==> src/rtl/eth_parser_pkg.sv <==
// Shared L2 parsing types: ethertype values, VLAN TCI layout and walker states.
package eth_parser_pkg;

    typedef logic [15:0] ethertype_t;

    localparam ethertype_t TPID_8021Q  = 16'h8100;
    localparam ethertype_t TPID_8021AD = 16'h88A8;
    localparam ethertype_t TPID_ALT    = 16'h9100;

    // Untagged Ethernet header length, bytes per VLAN tag, offset of the first ethertype/TPID field
    localparam int unsigned ETH_BASE_LEN = 14;
    localparam int unsigned TAG_BYTES    = 4;
    localparam int unsigned ETYPE_OFFSET = 12;

    typedef struct packed {
        logic [2:0]  pcp;
        logic        dei;
        logic [11:0] vid;
    } vlan_tci_t;

    typedef enum logic [1:0] {
        IDLE = 2'd0,
        WALK = 2'd1,
        DONE = 2'd2
    } walker_state_t;

endpackage

==> src/rtl/vlan_tpid_match.sv <==
// Combinational TPID classifier; shared with the L2 filter.
module vlan_tpid_match
    import eth_parser_pkg::*;
(
    input  logic [15:0] ethertype,
    input  logic        alt_en,
    output logic        is_tpid
);

    // 0x8100 / 0x88A8 always tag; 0x9100 only when the legacy alternate TPID is enabled
    always_comb begin
        is_tpid = (ethertype_t'(ethertype) == TPID_8021Q)  ||
                  (ethertype_t'(ethertype) == TPID_8021AD) ||
                  (alt_en && (ethertype_t'(ethertype) == TPID_ALT));
    end

endmodule

==> src/rtl/vlan_tag_walker.sv <==
// Multi-cycle stacked VLAN resolver: walks one tag per cycle from a latched L2 header.
module vlan_tag_walker
    import eth_parser_pkg::*;
#(
    parameter int unsigned MAX_TAGS    = 2,
    parameter int unsigned HDR_BYTES   = 22,
    parameter int unsigned ALT_TPID_EN = 1
) (
    input  logic                             clk,
    input  logic                             rst,
    input  logic                             in_valid,
    output logic                             in_ready,
    input  logic [HDR_BYTES*8-1:0]           in_header,
    output logic                             out_valid,
    input  logic                             out_ready,
    output logic [$clog2(MAX_TAGS+1)-1:0]    tag_count,
    output logic [MAX_TAGS*16-1:0]           tci_flat,
    output logic [11:0]                      outer_vid,
    output logic [2:0]                       outer_pcp,
    output logic [15:0]                      resolved_ethertype,
    output logic [5:0]                       l2_header_len,
    output logic                             tag_overflow
);

    localparam int unsigned HDR_W = HDR_BYTES * 8;
    localparam int unsigned CNT_W = $clog2(MAX_TAGS + 1);
    localparam int unsigned OFF_W = $clog2(HDR_BYTES + 1);
    localparam int unsigned LEN_W = 6;

    // Reject configurations whose deepest read would fall outside the captured header
    if ((MAX_TAGS < 1) || (MAX_TAGS > 4)) begin : g_bad_max_tags
        $error("vlan_tag_walker: MAX_TAGS must be in 1..4");
    end
    if (HDR_BYTES < ETH_BASE_LEN + TAG_BYTES * MAX_TAGS) begin : g_bad_hdr_bytes
        $error("vlan_tag_walker: HDR_BYTES must be >= 14 + 4*MAX_TAGS");
    end

    walker_state_t state;
    walker_state_t state_next;

    logic [HDR_W-1:0]          hdr_q;
    logic [OFF_W-1:0]          off_q;
    logic [CNT_W-1:0]          cnt_q;
    vlan_tci_t [MAX_TAGS-1:0]  tci_q;
    ethertype_t                resolved_q;
    logic [LEN_W-1:0]          len_q;
    logic                      ovf_q;

    logic [31:0]               win_c;
    ethertype_t                field_c;
    logic [15:0]               tci_c;
    logic                      tpid_c;
    logic                      room_c;
    logic                      accept_c;
    logic                      tag_step_c;
    logic                      walk_end_c;
    logic                      ovf_hit_c;

    // Four-byte window at the current walk offset: field at off, TCI at off+2
    always_comb begin
        win_c   = 32'(hdr_q >> {off_q, 3'b000});
        field_c = win_c[15:0];
        tci_c   = win_c[31:16];
        room_c  = (cnt_q < CNT_W'(MAX_TAGS));
    end

    vlan_tpid_match u_tpid_match (
        .ethertype (field_c),
        .alt_en    (ALT_TPID_EN != 0),
        .is_tpid   (tpid_c)
    );

    // State register
    always_ff @(posedge clk or posedge rst) begin
        if (rst) begin
            state <= IDLE;
        end else begin
            state <= state_next;
        end
    end

    // Next-state and datapath strobes
    always_comb begin
        state_next = state;
        accept_c   = 1'b0;
        tag_step_c = 1'b0;
        walk_end_c = 1'b0;
        ovf_hit_c  = 1'b0;
        case (state)
            IDLE: begin
                if (in_valid) begin
                    accept_c   = 1'b1;
                    state_next = WALK;
                end
            end
            WALK: begin
                if (tpid_c && room_c) begin
                    tag_step_c = 1'b1;
                end else begin
                    walk_end_c = 1'b1;
                    ovf_hit_c  = tpid_c;
                    state_next = DONE;
                end
            end
            DONE: begin
                if (out_ready) begin
                    state_next = IDLE;
                end
            end
            default: begin
                state_next = IDLE;
            end
        endcase
    end

    // Header latch, walk offset/count, TCI slots and result registers
    always_ff @(posedge clk or posedge rst) begin
        if (rst) begin
            hdr_q      <= '0;
            off_q      <= '0;
            cnt_q      <= '0;
            tci_q      <= '0;
            resolved_q <= '0;
            len_q      <= '0;
            ovf_q      <= 1'b0;
        end else begin
            if (accept_c) begin
                hdr_q <= in_header;
                off_q <= OFF_W'(ETYPE_OFFSET);
                cnt_q <= '0;
                tci_q <= '0;
                ovf_q <= 1'b0;
            end
            if (tag_step_c) begin
                for (int i = 0; i < int'(MAX_TAGS); i++) begin
                    if (cnt_q == CNT_W'(i)) begin
                        tci_q[i] <= vlan_tci_t'(tci_c);
                    end
                end
                cnt_q <= cnt_q + CNT_W'(1);
                off_q <= off_q + OFF_W'(TAG_BYTES);
            end
            if (walk_end_c) begin
                resolved_q <= field_c;
                ovf_q      <= ovf_hit_c;
                len_q      <= LEN_W'(ETH_BASE_LEN + TAG_BYTES * 32'(cnt_q));
            end
        end
    end

    // Handshakes decode the state register; in_ready is held low throughout reset
    assign in_ready  = (state == IDLE) && !rst;
    assign out_valid = (state == DONE);

    assign tag_count          = cnt_q;
    assign tci_flat           = tci_q;
    assign outer_vid          = tci_q[0].vid;
    assign outer_pcp          = tci_q[0].pcp;
    assign resolved_ethertype = resolved_q;
    assign l2_header_len      = len_q;
    assign tag_overflow       = ovf_q;

endmodule

==> config.mk <==
export PLATFORM = sky130hd
export DESIGN_NAME = vlan_tag_walker
export DESIGN_NICKNAME = d
export VERILOG_FILES = /design/src/rtl/eth_parser_pkg.sv /design/src/rtl/vlan_tpid_match.sv /design/src/rtl/vlan_tag_walker.sv
export SDC_FILE = /design/constraint.sdc
export NUM_CORES = 1
export LEC_CHECK = 0
export CAP_MARGIN = 20
export CORE_MARGIN = 2
export CORE_UTILIZATION = 30
export DETAILED_ROUTE_END_ITERATION = 8
export GPL_TIMING_DRIVEN = 0
export SLEW_MARGIN = 30
export SYNTH_ARGS = -nofsm -noshare
export SYNTH_HDL_FRONTEND = slang
export SYNTH_SLANG_ARGS = --single-unit
==> constraint.sdc <==
create_clock -name clk -period 16 [get_ports clk]
set_input_delay 3.2 -clock clk [delete_from_list [all_inputs] [get_ports clk]]
set_output_delay 3.2 -clock clk [all_outputs]
set_load 0.01 [all_outputs]
==> key figures, run 1 <==
Status
  – Status: completed

Timing
  – Clock skew: 0.00937 ns
  – Post-layout min period: 7.65 ns
  – Fin crit share: 47.8%
  – Final setup TNS: 0 ns
  – RSZ-0062 raised after global routing: no
  – Final hold vios: 0
  – Actual slew at the worst max-slew pin: slightly above 0.8 ns
  – Slew margin rel.: 45.9%
  – Max Freq: between 100 and 150 MHz
  – Setup Viol. Count Final: 0
  – Max Slew Vio Count: 0

Synthesis
  – Ys async rst share: 100%
  – Post-Syn Instances: around 1200
  – Top cells by area, synth: dfrtp_1 55%, nand2_1 20%, mux2i_1 6.7%
  – Seq cells post-synth: 236
  – Avg Synthesized Cell Area: 9.40 sq um
  – Sequential share of the synthesized area: 54.5%
  – Yosys top cell by area: dfrtp_1
  – Top-count cell post-synth: nand2_1
  – Post-synth top area share: 54.5%
  – Ys Warns: 0
  – Most used flip-flop cell after synthesis: dfrtp_1
  – EDFF count, synth: 0
  – Most frequent cells after synthesis: 566 x nand2_1, 236 x dfrtp_1, 72 x mux2i_1, 49 x clkbuf_1, 24 x mux4_2
  – Mapped Area: 10800 sq um
  – Synth unique cells: 47

Worst hold path
  – Min-delay src: hdr_q[12]$_DFFE_PP0P_
  – Hold endpoint: hdr_q[12]$_DFFE_PP0P_
  – Hold crit path type: register to register
  – Hold depth: 2

Setup path
  – Setup crit end kind: output port
  – Worst R2R Path Depth: 8
  – Crit path required time: 12.80 ns
  – CP max stage delay: 0.56 ns
  – CP cell instances: clkdlybuf4s50_1 > nor3_1 > clkdlybuf4s50_1
  – Critical path arrival: 4.45 ns
  – Largest fanout on the critical path: 2
  – Worst path buffer plus inverter count: 2
  – Reg2reg start: off_q[2]$_DFFE_PP0P_
  – Reg2Reg Setup Slack: roughly 13 ns
  – Crit Reg-Reg Endpoint: outer_vid[5]$_DFF_PP0_
  – Critical path startpoint category: input port
  – Critical Path Slowest Stage Cell: clkdlybuf4s50_1
  – Most common cell on crit path: clkdlybuf4s50_1
  – Crit Path Class: input port to output port
  – Top delay family on crit path: buffers and inverters

CTS
  – Post-CTS resize count: 0
  – Clk slew on worst S/H paths: 0.06 ns
  – Clk sinks: 236
  – CTS root buf: clkbuf_16
  – Worst skew pair latency: approximately 0.53 ns
  – Maximum clock path buffer count: 3
  – CTS Hold Buffers Added: 0
  – H-tree Lvls: 1
  – TritonCTS clock tree: built
  – Clock buffer count from CTS: 27
  – Setup bufs post-CTS: 0

Global route
  – Antenna violations before repair: 3
  – Met1 Track Usage GR: 25.3%
  – First-pass GRT wire length: 54100 um
  – Met3 usage: 2.84%
  – GR Util met2: 31.1%
  – Pin count of the biggest net entering global routing: 71
  – Grt ovf: 0
  – Vias in the first global route: 9134
  – GR peak layer: met2
  – Total Routing Usage GR: 18.7%

Die
  – Die Y: 194 um
  – Initial cell density of the core: 30.5%
  – Die extent in x: 194 um
  – # IOs: 254
  – Core area: 35600 sq um
  – Row count: a little under 70
  – Die area: roughly 38000 sq um

Final layout
  – Fin area: 14900 sq um
  – Fill cells: 3545
  – Finished Layout Cells: 1912
  – Fraction of layout cells with a size suffix above 1: under 10%
  – Multi-input logic area: approximately 4400 sq um
  – Area delta synth->final: 37.3%
  – Sequential standard cell area: a little under 6000 sq um
  – Diode count: 0
  – NumNets Final: 1620

Placed design
  – Placed cells: 1868
  – Post-DP Area: 14000 sq um
  – PortBufs: between 200 and 300
  – GPL Wtd Cong: 0.853
  – DPL Wire Length: 27600 um

Power and ir drop
  – Tot Pwr: 2.31 mW
  – PD cells: 156 nW/um^2
  – Worst VDD drop: 0.0895 mV
  – LEAKAGE: 7.47 nW

Routing
  – Routed WL: 35700 um
  – Vias per cell: 4.65
  – DRC Markers: 0
  – Via count: 8897
  – 1st-pass router iterations: 5
  – ANT nets after route: 0
  – WL/cell: 18.7 um
  – DR iter-0 viols: ~390

Job
  – Max_cap viols: 0
worst max-delay path by stage:
stage	startpoint	end	slack [ns]	cells after the start
finish	rst	in_ready	8.35	3
global route	rst	in_ready	8.28	3
CTS	rst	in_ready	8.35	3
detailed placement	rst	in_ready	8.35	3
global placement	rst	hdr_q[51]$_DFFE_PP0P_	3.10	2
floorplan	rst	hdr_q[0]$_DFFE_PP0P_	6.33	1
worst reg2reg max path, cell delays in order (launching register included):
cell      delay (ns)
dfrtp_1         0.46
buf_2           0.36
buf_4           0.32
buf_2           0.33
buf_1           0.55
nor2_1          0.29
clkbuf_1        0.29
a21oi_1         0.35
mux2i_1         0.11
cells in the final DEF (no fill, tap or decap), types with 18 or more instances in the layout:
cell type,count
clkbuf_1,52
buf_4,20
mux2i_1,72
clkdlybuf4s50_1,251
a21oi_1,18
dfrtp_1,236
nor2b_1,18
inv_1,20
nand2_1,566
mux4_2,24
clkbuf_16,27
final cells by class:
class | instances | area share, %
Buffer | 87 | 3.09
Clock buffer | 38 | 5.36
Clock inverter | 6 | 0.387
Timing Repair Buffer | 254 | 17.5
Multi-Input combinational cell | 808 | 29.5
Tap cell | 461 | 3.88
Inverter | 22 | 0.606
Sequential cell | 236 | 39.7
kinds of logic after synthesis:
family | synth area share (%)
simple gates | 23.4
flops | 54.5
buf+inv | 5.00
mux | 13.0
compound gates | 3.58
fa+ha+maj | 0.462
other cells | 0.0346
sequential cells by signal, indices dropped and copies added, names as in the netlist:
register            flops
hdr_q                 176
tci_flat               17
resolved_ethertype     16
outer_vid              12
l2_header_len           4
off_q                   3
outer_pcp               3
state                   2
tag_count               2
tag_overflow            1
routing by layer:
metal  wire length, um  vias to the layer above
met5                 0                        -
met4              1000                        0
met3              1950                       52
met2             16900                      265
met1             15800                     4318
li1                  -                     4262
stage by stage:
stage | hold slack [ns] | utilization [%] | setup slack [ns]
2_1_floorplan | 0.440 | - | 6.33
3_3_place_gp | 0.450 | 39.2 | 3.10
3_5_place_dp | 0.459 | 39.4 | 8.35
4_1_cts | 0.473 | 41.8 | 8.35
5_1_grt | 0.492 | 41.8 | 8.28
6_report | 0.471 | 41.8 | 8.35
where the power goes:
| part | internal [mW] | switching, mW |
|---|---|---|
| Sequential | 0.833 | 0.145 |
| Combinational | 0.316 | 0.421 |
| Clock | 0.358 | 0.241 |
Note: power is estimated with default switching activity, not from simulation.
==> run 2, diff against run 1 <==
clock period = 6.2 ns   (was 16 ns; I/O delays follow)
==> key figures, run 2 (same netlist as run 1, synthesis figures left out) <==
Status
  – Status: completed

Final layout
  – Max reg flops: between 150 and 200
  – Most common cell after layout, fill and taps aside: nand2_1
  – Most frequent cells in the layout: 566 x nand2_1, 251 x clkdlybuf4s50_1, 236 x dfrtp_1, 72 x mux2i_1, 57 x clkbuf_1
  – Area delta synth->final: 39.1%
  – NumNets Final: 1627
  – Fraction of layout cells with a size suffix above 1: 8.48%
  – Fin area: ~15000 sq um
  – Final core occ: between 40 and 50%
  – Fill cells: 3575
  – Finished Layout Cells: slightly below 2000
  – Multi-input logic area: 4390 sq um
  – Largest register by flop count: hdr_q
  – Sequential standard cell area: 5910 sq um

CTS
  – CTS root buf: clkbuf_16
  – Clk sinks: 236
  – Maximum clock path buffer count: 3
  – Clock buffer count from CTS: 27
  – Clk slew on worst S/H paths: 0.06 ns
  – CTS Hold Buffers Added: 0
  – Setup bufs post-CTS: 0
  – Worst skew pair latency: 0.53 ns
  – Post-CTS resize count: 0
  – TritonCTS clock tree: built
  – H-tree Lvls: 1

Placed design
  – Dpl ws: between 2 and 2.5 ns
  – PortBufs: about 250
  – Post-DP Area: 14200 sq um
  – Placed cells: 1875
  – GPL Wtd Cong: about 0.87
  – DPL Wire Length: between 20000 and 30000 um

Setup path
  – Critical path arrival: about 2.4 ns
  – Crit Path Class: input port to output port
  – Critical path startpoint category: input port
  – Setup crit end kind: output port
  – Largest fanout on the critical path: 2
  – Crit path required time: roughly 5.0 ns

Die
  – Row count: 69
  – Die extent in x: 194 um
  – Die area: approximately 38000 sq um
  – Core area: 35600 sq um
  – Initial cell density of the core: 30.5%
  – Die Y: 194 um
  – # IOs: 254

Timing
  – Slew margin rel.: 46.3%
  – Fin crit share: 58.7%
  – RSZ-0062 raised after global routing: no
  – Min Hold Slack: roughly 0.47 ns
  – Max Slew Vio Count: 0
  – Final hold vios: 0
  – Post-layout min period: 3.64 ns
  – Setup WS post-layout: 2.56 ns
  – Max Freq: 275 MHz
  – Clock skew: 0.00928 ns
  – Setup Viol. Count Final: 0
  – Actual slew at the worst max-slew pin: 0.806 ns

Routing
  – WL/cell: roughly 18 um
  – DR iter-0 viols: 570
  – DRC Markers: 0
  – Vias per cell: ~4.7
  – 1st-pass router iterations: 5
  – ANT nets after route: 0
  – Routed WL: 35600 um
  – Via count: around 9000

Global route
  – First-pass GRT wire length: around 54000 um
  – Vias in the first global route: 9146
  – Total Routing Usage GR: 18.6%
  – Pin count of the biggest net entering global routing: 31
  – Grt ovf: 0
  – Antenna violations before repair: 4

Worst hold path
  – Hold crit path type: register to register

Job
  – Max_cap viols: 0

Power and ir drop
  – LEAKAGE: 7.55 nW
  – Worst VDD drop: 0.205 mV
  – PD cells: 401 nW/um^2
run 2: cell types whose count changed in the layout (fill, tap and decap cells not counted), sizes merged:
cell      delta
diode        +3
inv          -1
clkinvlp     +2
clkbuf       +4
buf          +7
clkinv       -1
bufinv       +1
run 2: layout make-up:
cell class,count,area share (%)
clock inverter,7,0.623
tap,461,3.83
timing repair buffer,261,18.2
buffer,87,3.05
sequential,236,39.2
clock buffer,42,5.32
inverter,22,0.573
antenna,3,0.0498
multi-input combinational,808,29.1
run 2: metrics by stage:
| stage | setup TNS, ns | power, mW |
|---|---|---|
| 2_1_floorplan | 0 | 3.62 |
| 3_3_place_gp | -3.68 | 4.38 |
| 3_5_place_dp | 0 | 4.46 |
| 4_1_cts | 0 | 6.09 |
| 5_1_grt | 0 | 6.43 |
| 6_report | 0 | 6.04 |
run 2: power by group:
group / internal, mW / switching, mW
combinational: 0.824 / 1.09
sequential: 2.15 / 0.371
clock: 0.969 / 0.643
run 2: worst max-delay path, cell delays in order:
cell             delay (ns)
clkdlybuf4s50_1        0.46
nor3_1                 0.15
clkdlybuf4s50_1        0.56
run 2: per-layer routing:
layer | global-route usage [%] | routed length, um
met1 | 25.8 | 16000
met2 | 29.9 | 16600
met3 | 2.85 | 2020
met4 | 5.84 | 1020
met5 | 0 | 0
run 2: worst paths after layout:
path / slack [ns] / start / to / cells past startpoint
min: 0.47 / hdr_q[64]$_DFFE_PP0P_ / hdr_q[64]$_DFFE_PP0P_ / 2
max reg2reg: 3.01 / off_q[2]$_DFFE_PP0P_ / tci_flat[23]$_DFF_PP0_ / 8
min reg2reg: 0.47 / hdr_q[64]$_DFFE_PP0P_ / hdr_q[64]$_DFFE_PP0P_ / 2
min in group asynchronous: 1.10 / rst / outer_vid[1]$_DFF_PP0_ / 2
max: 2.56 / rst / in_ready / 3
max in group asynchronous: 4.02 / rst / hdr_q[17]$_DFFE_PP0P_ / 6
==> run 3, diff against run 2 <==
clock period = 2.9 ns   (was 6.2 ns; I/O delays follow)
==> key figures, run 3 (same netlist as run 1, synthesis figures left out) <==
Setup path
  – Crit Path Class: register to register
  – Crit path required time: 3.31 ns
  – Crit Reg-Reg Endpoint: resolved_ethertype[9]$_DFFE_PP0P_
  – Worst R2R Path Depth: 11
  – Largest fanout on the critical path: 10
  – Critical path startpoint category: register
  – Critical Path Slowest Stage Cell: mux4_2
  – CP max stage delay: 0.56 ns
  – Setup crit end kind: register
  – Reg2Reg Setup Slack: 0.12 ns
  – Reg2reg start: off_q[3]$_DFFE_PP0P_
  – Most common cell on crit path: buf_12
  – CP cell instances: buf_12 > buf_12 > mux4_2 > inv_2 > nand4_1 > o22ai_1 > o2111a_1 > buf_6 > a21o_4 > buf_4 > mux2_2
  – Critical path arrival: 3.19 ns

Die
  – Die Y: 194 um
  – Core area: roughly 36000 sq um
  – Row count: a little under 70
  – Die extent in x: 194 um
  – Initial cell density of the core: ~30%
  – Die area: between 30000 and 40000 sq um
  – # IOs: 254

CTS
  – Maximum clock path buffer count: 3
  – Worst skew pair latency: 0.53 ns
  – Clock buffer count from CTS: 27
  – CTS root buf: clkbuf_16
  – TritonCTS clock tree: built
  – H-tree Lvls: 1
  – Clk sinks: 236
  – Clk slew on worst S/H paths: 0.06 ns

Timing
  – Setup Viol. Count Final: 0
  – Max Freq: 360 MHz
  – Actual slew at the worst max-slew pin: 0.832 ns
  – Slew margin rel.: about 45%
  – Final setup TNS: 0 ns
  – Fin crit share: 95.8%
  – Clock skew: 0.00982 ns
  – Max Slew Vio Count: 0
  – Post-layout min period: ~2.8 ns
  – Min Hold Slack: ~0.45 ns
  – Final hold vios: 0

Power and ir drop
  – Tot Pwr: 13.0 mW
  – Int Power: 8.46 mW
  – Switching Fraction: 34.8%
  – Clock power frac: 26.5%
  – Comb pwr share: 31.9%
  – Sequential power share: 41.6%
  – LEAKAGE: 7.60 nW
  – Worst VDD drop: 0.434 mV
  – PD cells: 852 nW/um^2
  – Psw: 4.51 mW

Worst hold path
  – Hold crit path type: input port to asynchronous set/reset pin

Final layout
  – Most frequent cells in the layout: 566 x nand2_1, 251 x clkdlybuf4s50_1, 235 x dfrtp_1, 68 x mux2i_1, 54 x clkbuf_1
  – NumNets Final: 1635
  – Fin area: between 15000 and 20000 sq um
  – Final core occ: 42.8%
  – Max reg flops: between 150 and 200
  – Most common cell after layout, fill and taps aside: nand2_1
  – Fraction of layout cells with a size suffix above 1: 9.99%
  – Area delta synth->final: 40.6%
  – Largest register by flop count: hdr_q

Routing
  – DR iter-0 viols: 481
  – Via count: 9007
  – Routed WL: about 36000 um
  – Vias per cell: 4.65
  – WL/cell: 18.5 um
  – ANT nets after route: 0
  – DRC Markers: 0
  – 1st-pass router iterations: 4

Global route
  – First-pass GRT wire length: 54200 um
  – Pin count of the biggest net entering global routing: 31
  – Antenna violations before repair: 4
  – Vias in the first global route: just over 9000
  – Grt ovf: 0
  – Total Routing Usage GR: 18.6%

Placed design
  – DPL Wire Length: about 28000 um
  – PortBufs: roughly 250
  – Post-DP Area: 14200 sq um
  – GPL Wtd Cong: around 0.87

Status
  – Status: completed

Job
  – Max_cap viols: 0
[run 3: changes by cell type in the layout (fill, tap and decap cells not counted), sizes merged]
cell,previous run,this run
buf,48,55
clkbuf,91,92
[run 3: worst max-delay path: cells and delay by family (launching register included)]
kind	cells	cell delay, ns
multiplexers	2	0.88
buffers and inverters	5	0.73
AND/OR/NAND/NOR	1	0.08
flip-flops	1	0.39
AO/OA/AOI/OAI	3	0.56
[run 3: layer usage]
metal	vias to the layer above	track usage, %	wire [um]
met5	-	0	0
met2	248	30.1	16800
met1	4404	25.9	16200
met4	0	5.58	958
met3	52	2.89	1770
li1	4303	-	-
[run 3: worst max-delay path by stage]
stage / from / to / slack (ns) / depth (start not counted)
detailed placement: in_valid / hdr_q[79]$_DFFE_PP0P_ / -0.39 / 7
global placement: rst / hdr_q[48]$_DFFE_PP0P_ / -2.67 / 2
global route: off_q[4]$_DFFE_PP0P_ / resolved_ethertype[4]$_DFFE_PP0P_ / -0.001 / 11
floorplan: rst / hdr_q[0]$_DFFE_PP0P_ / -0.77 / 1
finish: off_q[3]$_DFFE_PP0P_ / resolved_ethertype[9]$_DFFE_PP0P_ / 0.12 / 11
CTS: off_q[3]$_DFFE_PP0P_ / resolved_ethertype[8]$_DFFE_PP0P_ / 0.009 / 10
[run 3: what timing repair did]
item,CTS,global route
endpoints found under the setup margin,51,73
endpoints found under the hold margin,0,0
buffers inserted,1,8
cloned,0,1
hold buffers,0,0
pin swaps,0,2
gates resized for setup,10,17
[run 3: power groups by stage]
stage          combinational (mW)  clock (mW)  sequential, mW
2_1_floorplan                2.54           0            5.21
3_3_place_gp                 4.00           0            5.37
3_5_place_dp                 4.11           0            5.42
4_1_cts                      4.16        3.51            5.38
5_1_grt                      4.64        3.64            5.55
6_report                     4.15        3.44            5.40
[run 3: metrics by stage]
step                instances  worst slack, ns
global placement         1865            -2.67
finish                   1935            0.122
detailed placement       1875           -0.388
floorplan                1153           -0.772
CTS                      1923          0.00854
global route             1935         -0.00134
[run 3: cell type report]
| type | count | area (sq um) |
|---|---|---|
| flip-flops and latches | 236 | 5910 |
| repair buffers | 271 | 2830 |
| well taps | 461 | 577 |
| plain buffers | 85 | 493 |
| multi-input cells | 808 | 4440 |
| clock buffers | 42 | 802 |
| diodes | 3 | 7.51 |
| clock inverters | 7 | 93.8 |
| inverters | 22 | 86.3 |
| fillers | 3563 | 20300 |
